--- src/rtl/vischain_accum.sv ---
// End-of-chain visibility integrator: sums per-unit re/im words over COUNT frames,
// then drains a snapshot of the sums as (re, im) pairs over valid/ready.
module vischain_accum #(
    parameter int LENGTH = 3,
    parameter int WIDTH  = 7,
    parameter int COUNT  = 4,
    parameter int ACCUM  = 16
) (
    input  logic             clock,
    input  logic             reset_n,
    input  logic             valid_i,
    input  logic [WIDTH-1:0] data_i,
    output logic             m_valid_o,
    input  logic             m_ready_i,
    output logic             m_last_o,
    output logic [ACCUM-1:0] m_re_o,
    output logic [ACCUM-1:0] m_im_o,
    output logic             overflow_o
);

    localparam int WORDS = 2 * LENGTH;
    localparam int WW    = (WORDS > 2) ? $clog2(WORDS) : 1;
    localparam int FW    = (COUNT > 1) ? $clog2(COUNT) : 1;
    localparam int IW    = (LENGTH > 1) ? $clog2(LENGTH) : 1;

    typedef enum logic {IDLE, DRAIN} state_t;

    state_t                  state_q;
    logic [WW-1:0]           word_q;
    logic [WW-1:0]           unit_w;
    logic [FW-1:0]           frame_q;
    logic [IW-1:0]           idx_q;
    logic [IW-1:0]           idx_nx;
    logic signed [ACCUM-1:0] acc_re_q  [LENGTH];
    logic signed [ACCUM-1:0] acc_im_q  [LENGTH];
    logic signed [ACCUM-1:0] acc_re_d  [LENGTH];
    logic signed [ACCUM-1:0] acc_im_d  [LENGTH];
    logic signed [ACCUM-1:0] snap_re_q [LENGTH];
    logic signed [ACCUM-1:0] snap_im_q [LENGTH];
    logic signed [WIDTH-1:0] data_s;
    logic signed [ACCUM-1:0] data_ext;
    logic                    last_word;
    logic                    last_frame;
    logic                    trigger;
    logic                    transfer;
    logic                    valid_q;
    logic                    last_q;
    logic [ACCUM-1:0]        re_q;
    logic [ACCUM-1:0]        im_q;
    logic                    ovf_q;

    assign data_s     = data_i;
    assign data_ext   = ACCUM'(data_s);
    assign unit_w     = word_q >> 1;
    assign last_word  = (word_q == WW'(WORDS - 1));
    assign last_frame = (frame_q == FW'(COUNT - 1));
    assign trigger    = valid_i & last_word & last_frame;
    assign transfer   = valid_q & m_ready_i;
    assign idx_nx     = idx_q + IW'(1);

    // Sums including the word accepted this cycle; the snapshot captures these directly.
    always_comb begin
        for (int u = 0; u < LENGTH; u++) begin
            acc_re_d[u] = acc_re_q[u];
            acc_im_d[u] = acc_im_q[u];
            if (valid_i && unit_w == WW'(u)) begin
                if (word_q[0])
                    acc_im_d[u] = acc_im_q[u] + data_ext;
                else
                    acc_re_d[u] = acc_re_q[u] + data_ext;
            end
        end
    end

    always_ff @(posedge clock or negedge reset_n) begin
        if (!reset_n) begin
            state_q <= IDLE;
            word_q  <= '0;
            frame_q <= '0;
            idx_q   <= '0;
            valid_q <= 1'b0;
            last_q  <= 1'b0;
            re_q    <= '0;
            im_q    <= '0;
            ovf_q   <= 1'b0;
            for (int u = 0; u < LENGTH; u++) begin
                acc_re_q[u]  <= '0;
                acc_im_q[u]  <= '0;
                snap_re_q[u] <= '0;
                snap_im_q[u] <= '0;
            end
        end else begin
            if (valid_i) begin
                word_q <= last_word ? '0 : word_q + WW'(1);
                if (last_word)
                    frame_q <= last_frame ? '0 : frame_q + FW'(1);
            end
            for (int u = 0; u < LENGTH; u++) begin
                acc_re_q[u] <= trigger ? '0 : acc_re_d[u];
                acc_im_q[u] <= trigger ? '0 : acc_im_d[u];
            end
            case (state_q)
                IDLE: begin
                    if (trigger) begin
                        for (int u = 0; u < LENGTH; u++) begin
                            snap_re_q[u] <= acc_re_d[u];
                            snap_im_q[u] <= acc_im_d[u];
                        end
                        state_q <= DRAIN;
                        idx_q   <= '0;
                        valid_q <= 1'b1;
                        last_q  <= (LENGTH == 1);
                        re_q    <= acc_re_d[0];
                        im_q    <= acc_im_d[0];
                    end
                end
                DRAIN: begin
                    // A snapshot arriving while draining is dropped; integration still restarts.
                    if (trigger)
                        ovf_q <= 1'b1;
                    if (transfer) begin
                        if (last_q) begin
                            state_q <= IDLE;
                            valid_q <= 1'b0;
                            last_q  <= 1'b0;
                        end else begin
                            idx_q  <= idx_nx;
                            re_q   <= snap_re_q[idx_nx];
                            im_q   <= snap_im_q[idx_nx];
                            last_q <= (idx_nx == IW'(LENGTH - 1));
                        end
                    end
                end
                default: state_q <= IDLE;
            endcase
        end
    end

    assign m_valid_o  = valid_q;
    assign m_last_o   = last_q;
    assign m_re_o     = re_q;
    assign m_im_o     = im_q;
    assign overflow_o = ovf_q;

endmodule

--- config.mk ---
export PLATFORM = sky130hd
export DESIGN_NAME = vischain_accum
export DESIGN_NICKNAME = d
export VERILOG_FILES = /design/src/rtl/vischain_accum.sv
export SDC_FILE = /design/constraint.sdc
export NUM_CORES = 1
export LEC_CHECK = 0
export BUFFER_PORTS_ARGS = -buffer_cell sky130_fd_sc_hd__buf_2
export CAP_MARGIN = 20
export CORE_MARGIN = 5
export CORE_UTILIZATION = 32
export CTS_BUF_LIST = sky130_fd_sc_hd__clkbuf_4 sky130_fd_sc_hd__clkbuf_8
export DETAILED_ROUTE_END_ITERATION = 8
export PLACE_DENSITY_LB_ADDON = 0.12
export SLEW_MARGIN = 20
export SYNTH_ARGS = -nofsm -noshare
export SYNTH_HDL_FRONTEND = slang
export SYNTH_SLANG_ARGS = --single-unit
--- constraint.sdc ---
create_clock -name clock -period 5.87 [get_ports clock]
set_clock_uncertainty 0.05 [all_clocks]
set_input_delay 0.2935 -clock clock [delete_from_list [all_inputs] [get_ports clock]]
set_output_delay 0.2935 -clock clock [all_outputs]
set_load 0.01 [all_outputs]
==> metrics.md <==
| Metric | Value |
|---|---|
| Result of the run | complete, no violations |
| Total grt overflow | 0 |
| Final critical-path share of the clock period | 0.530 |
| Transition time at the pin with the least slew margin | 1.05 ns |
| Number of flops mapped to enable cells by yosys | 0 |
| Standard-cell row count | 75 |
| Synth Instances | 1466 |
| Routed wl met3 | 1750 um |
| ANT nets after route | 0 |
| Global-route wire length before repair | 63400 um |
| Max transition margin | 0.300 |
| Top achievable clock speed | 0.321 GHz |
| Data required time at the worst endpoint | 6.34 ns |
| Sum of routed wire segments on met1 | 19600 um |
| Synth-to-Final Area Change | 14.0% |
| Class of the tightest hold or removal check | input pin to asynchronous set/reset pin |
| Share of power burned in combinational logic | 0.416 |
| Die area | 46700 um2 |
| TritonCTS buffer count | 48 |
| Setup repair after global routing missed its margin | no |
| Maximum number of pins on one net before global-route repair | 151 |
| Flops & latches, synth | 235 |
| Internal power | 4170 uW |
| Clock sink count | 235 |
| Post-synth ARST share | 1.00 |
| Final-stage net count | 1620 |
| Number of antenna violations at the first check in global routing | 0 |
| DR DRC count | 0 |
| Number of fill cells in the layout | 4301 |
| Type of the setup path with the least slack | register to register |
| Clk pwr share | 0.266 |
| WL met2 | 17100 um |
| Iteration-0 DRC Markers | 740 |
| GRT Util Overall | 0.170 |
| Clock tree from TritonCTS | built |
| Final HPWL from detailed placement | 26000 um |
| Via count | 10906 |
| Final count of hold timing violations | 0 |
| Critical Path Fanout Max | 3 |
| Clk pin slew, worst setup/hold paths | 0.07 ns |
| Syn Area/Cell | 9.28 um2 |
| Slowest cell on crit path | sky130_fd_sc_hd__fa_1 |
| Power consumption | 6820 uW |
| Count of yosys warnings during synthesis | 0 |
| Count of input and output buffers | 45 |
| CP max stage delay | 0.42 ns |
| Number of nets in the synthesized netlist | 1575 |
| Length of the first detailed-routing pass in iterations | 5 |
| Seq pwr share | 0.319 |
| Most used flip-flop cell after synthesis | sky130_fd_sc_hd__dfrtp_1 |
| Number of ports placed on the die boundary | 46 |
| Netlist area before placement | 13600 um2 |
| Top cell type by total area after synthesis | sky130_fd_sc_hd__dfrtp_1 |
| Shortest period the worst path allows | 3.11 ns |
| Clock Path Buffers | 3 |
| Average vias per placed instance | 5.23 |
| Core box area | 42000 um2 |
| Category of the worst setup path launch point | register |
| Switching component of the power | 2650 uW |
| Arr. time, crit path | 3.58 ns |
| Share of the synthesized area in the top cell type | 0.432 |
| Total power divided by cell area | 440 nW/um2 |
| Type of element capturing the critical path | register |
| Most repeated library cell on the critical path | sky130_fd_sc_hd__o21ai_0 |
| Setup Viol. Count Final | 0 |
| Post-synth cell types | 64 |
| Worst-path cell chain | ha_1, fa_1, a21oi_1, o21ai_0, a21oi_1, o21ai_0, a31oi_1, o21ai_0, or3_1, a31oi_1 |
| Multi-input combinational cell area | 7380 um2 |
| Wire length after detailed routing | 39500 um |
| Die width | 216 um |
| Number of global-route vias before repair | 10842 |
| Vertical die dimension | 216 um |
| Top Metal Used | met4 |
| Setup fix buffers added after clock tree synthesis | 0 |
| Leakage | 0.00732 uW |
| Portion of the post-synthesis area used by sequential elements | 0.432 |
| Max-cap violations | 0 |
| Register area | 5880 um2 |
| Share of layout cells above drive strength 1 | 0.137 |
| Number of pins with negative max-slew slack in the final report | 0 |
| H-tree lvl count | 2 |
| Worst vdd ir | 0.126 mV |
| Skew-Pair Late Insertion Delay | 0.62 ns |
| Starting density of the core | 0.324 |
| Depth of the worst register-to-register path | 10 |
| Routed wire per std cell | 18.9 um |
| Sum of negative setup slack | 0 ns |
| Main area contributors after synthesis | sky130_fd_sc_hd__dfrtp_1 (43%), sky130_fd_sc_hd__ha_1 (8.5%), sky130_fd_sc_hd__nand2_1 (6.1%), sky130_fd_sc_hd__o21ai_0 (5.0%), sky130_fd_sc_hd__a21oi_1 (4.2%) |
| Clock tree root driver cell | sky130_fd_sc_hd__clkbuf_8 |
| Fraction of power spent switching nets | 0.388 |
| Final Wtd Congestion | 0.805 |
worst paths after layout:
path / endpoint / startpoint / slack, ns
hold / removal: acc_re_q[40] / reset_n / 0.22
setup / recovery: acc_re_q[44] / acc_re_q[32] / 2.76
max in group asynchronous: snap_im_q[24] / reset_n / 4.24
hold reg to reg: overflow_o / overflow_o / 0.40
min in group clock: snap_im_q[0] / data_i[0] / 0.27
setup reg to reg: acc_re_q[44] / acc_re_q[32] / 2.76
sequential cells by signal (all words and copies together), names as in the netlist:
register,flops
m_re_o,16
state_q,1
acc_im_q,48
frame_q,2
snap_im_q,48
overflow_o,1
m_last_o,1
idx_q,2
m_im_o,16
acc_re_q,48
m_valid_o,1
snap_re_q,48
word_q,3
layer usage:
| layer | vias up | global-route usage |
|---|---|---|
| met5 | - | 0 |
| met3 | 57 | 0.0308 |
| met4 | 0 | 0.0534 |
| met1 | 5297 | 0.248 |
| li1 | 5364 | - |
| met2 | 188 | 0.257 |
placed cells by master, fill, tap and decap left out, types with 9 or more instances in the layout:
cell type and instances:
sky130_fd_sc_hd__o22ai_1 9, sky130_fd_sc_hd__a21oi_1 113, sky130_fd_sc_hd__nand3_1 40, sky130_fd_sc_hd__inv_1 25
sky130_fd_sc_hd__a31oi_1 10, sky130_fd_sc_hd__xnor2_1 47, sky130_fd_sc_hd__ha_1 92, sky130_fd_sc_hd__a22oi_1 15
sky130_fd_sc_hd__nor2_1 102, sky130_fd_sc_hd__o21bai_1 16, sky130_fd_sc_hd__o31ai_1 15, sky130_fd_sc_hd__dfrtp_1 235
sky130_fd_sc_hd__nand2_1 220, sky130_fd_sc_hd__clkbuf_8 64, sky130_fd_sc_hd__mux2i_1 26, sky130_fd_sc_hd__o21ai_0 137
sky130_fd_sc_hd__nor3_1 26, sky130_fd_sc_hd__a22o_1 11, sky130_fd_sc_hd__a21o_1 28, sky130_fd_sc_hd__and2_1 13
sky130_fd_sc_hd__xor2_1 19, sky130_fd_sc_hd__clkbuf_4 11, sky130_fd_sc_hd__mux2_2 45, sky130_fd_sc_hd__a211oi_1 17
sky130_fd_sc_hd__a221oi_1 15, sky130_fd_sc_hd__and3_1 16, sky130_fd_sc_hd__buf_2 44, sky130_fd_sc_hd__buf_4 18
sky130_fd_sc_hd__or3_1 18
critical path, delay by kind of cell, from the launching register on:
| kind | cells | cell delay [ns] |
|---|---|---|
| AOI/OAI and AO/OA | 7 | 1.65 |
| and+or+nand+nor | 1 | 0.32 |
| DFF | 1 | 0.37 |
| adders and majority gates | 2 | 0.63 |
logic make-up (layout without fill, tap and decap cells):
kind of cell / count (synthesis) / in the layout / share of synthesized area
AND/OR/NAND/NOR: 468 / 468 / 0.150
AO/OA/AOI/OAI: 430 / 430 / 0.197
adder cells (fa/ha/maj): 98 / 98 / 0.0935
multiplexers: 71 / 71 / 0.0564
flip-flops: 235 / 235 / 0.432
other: 0 / 1 / 0
XOR/XNOR: 66 / 66 / 0.0425
buffers and inverters: 98 / 177 / 0.0277
power groups by stage:
stage,Clock (uW),Combinational [uW],Sequential (uW)
after floorplan,0,2250,2120
after global placement,0,2810,2190
after detailed placement,0,2830,2200
after CTS,1880,2850,2170
after global routing,1950,3230,2220
final,1810,2830,2170
cell type report:
cell class,count,share of cell area
multi-input combinational,1133,0.476
sequential,235,0.379
clock buffer,75,0.0622
tap,539,0.0435
timing repair buffer,68,0.0289
inverter,25,0.00605
clock inverter,9,0.00339
antenna,1,0.000161
stage by stage:
step | utilization | setup WS [ns] | cells | cell area, um2 | hold WS (ns)
floorplan | - | 3.12 | 1466 | 13600 | -0.0521
global placement | 0.343 | 2.51 | 1996 | 14400 | 0.310
detailed placement | 0.343 | 2.47 | 1996 | 14400 | 0.309
CTS | 0.368 | 2.52 | 2083 | 15500 | 0.206
global route | 0.369 | 2.50 | 2084 | 15500 | 0.235
finish | 0.369 | 2.76 | 2085 | 15500 | 0.217
synthesized netlist by cell type, drive strengths merged (28+ instances only):
cell,number
dfrtp,235
nor2,105
nand2,221
a21o,29
clkbuf,63
ha,92
xnor2,47
o21ai,138
a21oi,113
nand3,40
mux2,45
nor3,28
timing repair:
item,CTS,global route
hold endpoints to repair,89,0
resized for setup,0,0
setup endpoints to repair,0,0
hold buffers,3,0
No activity file was read; power rests on OpenSTA's default activity.
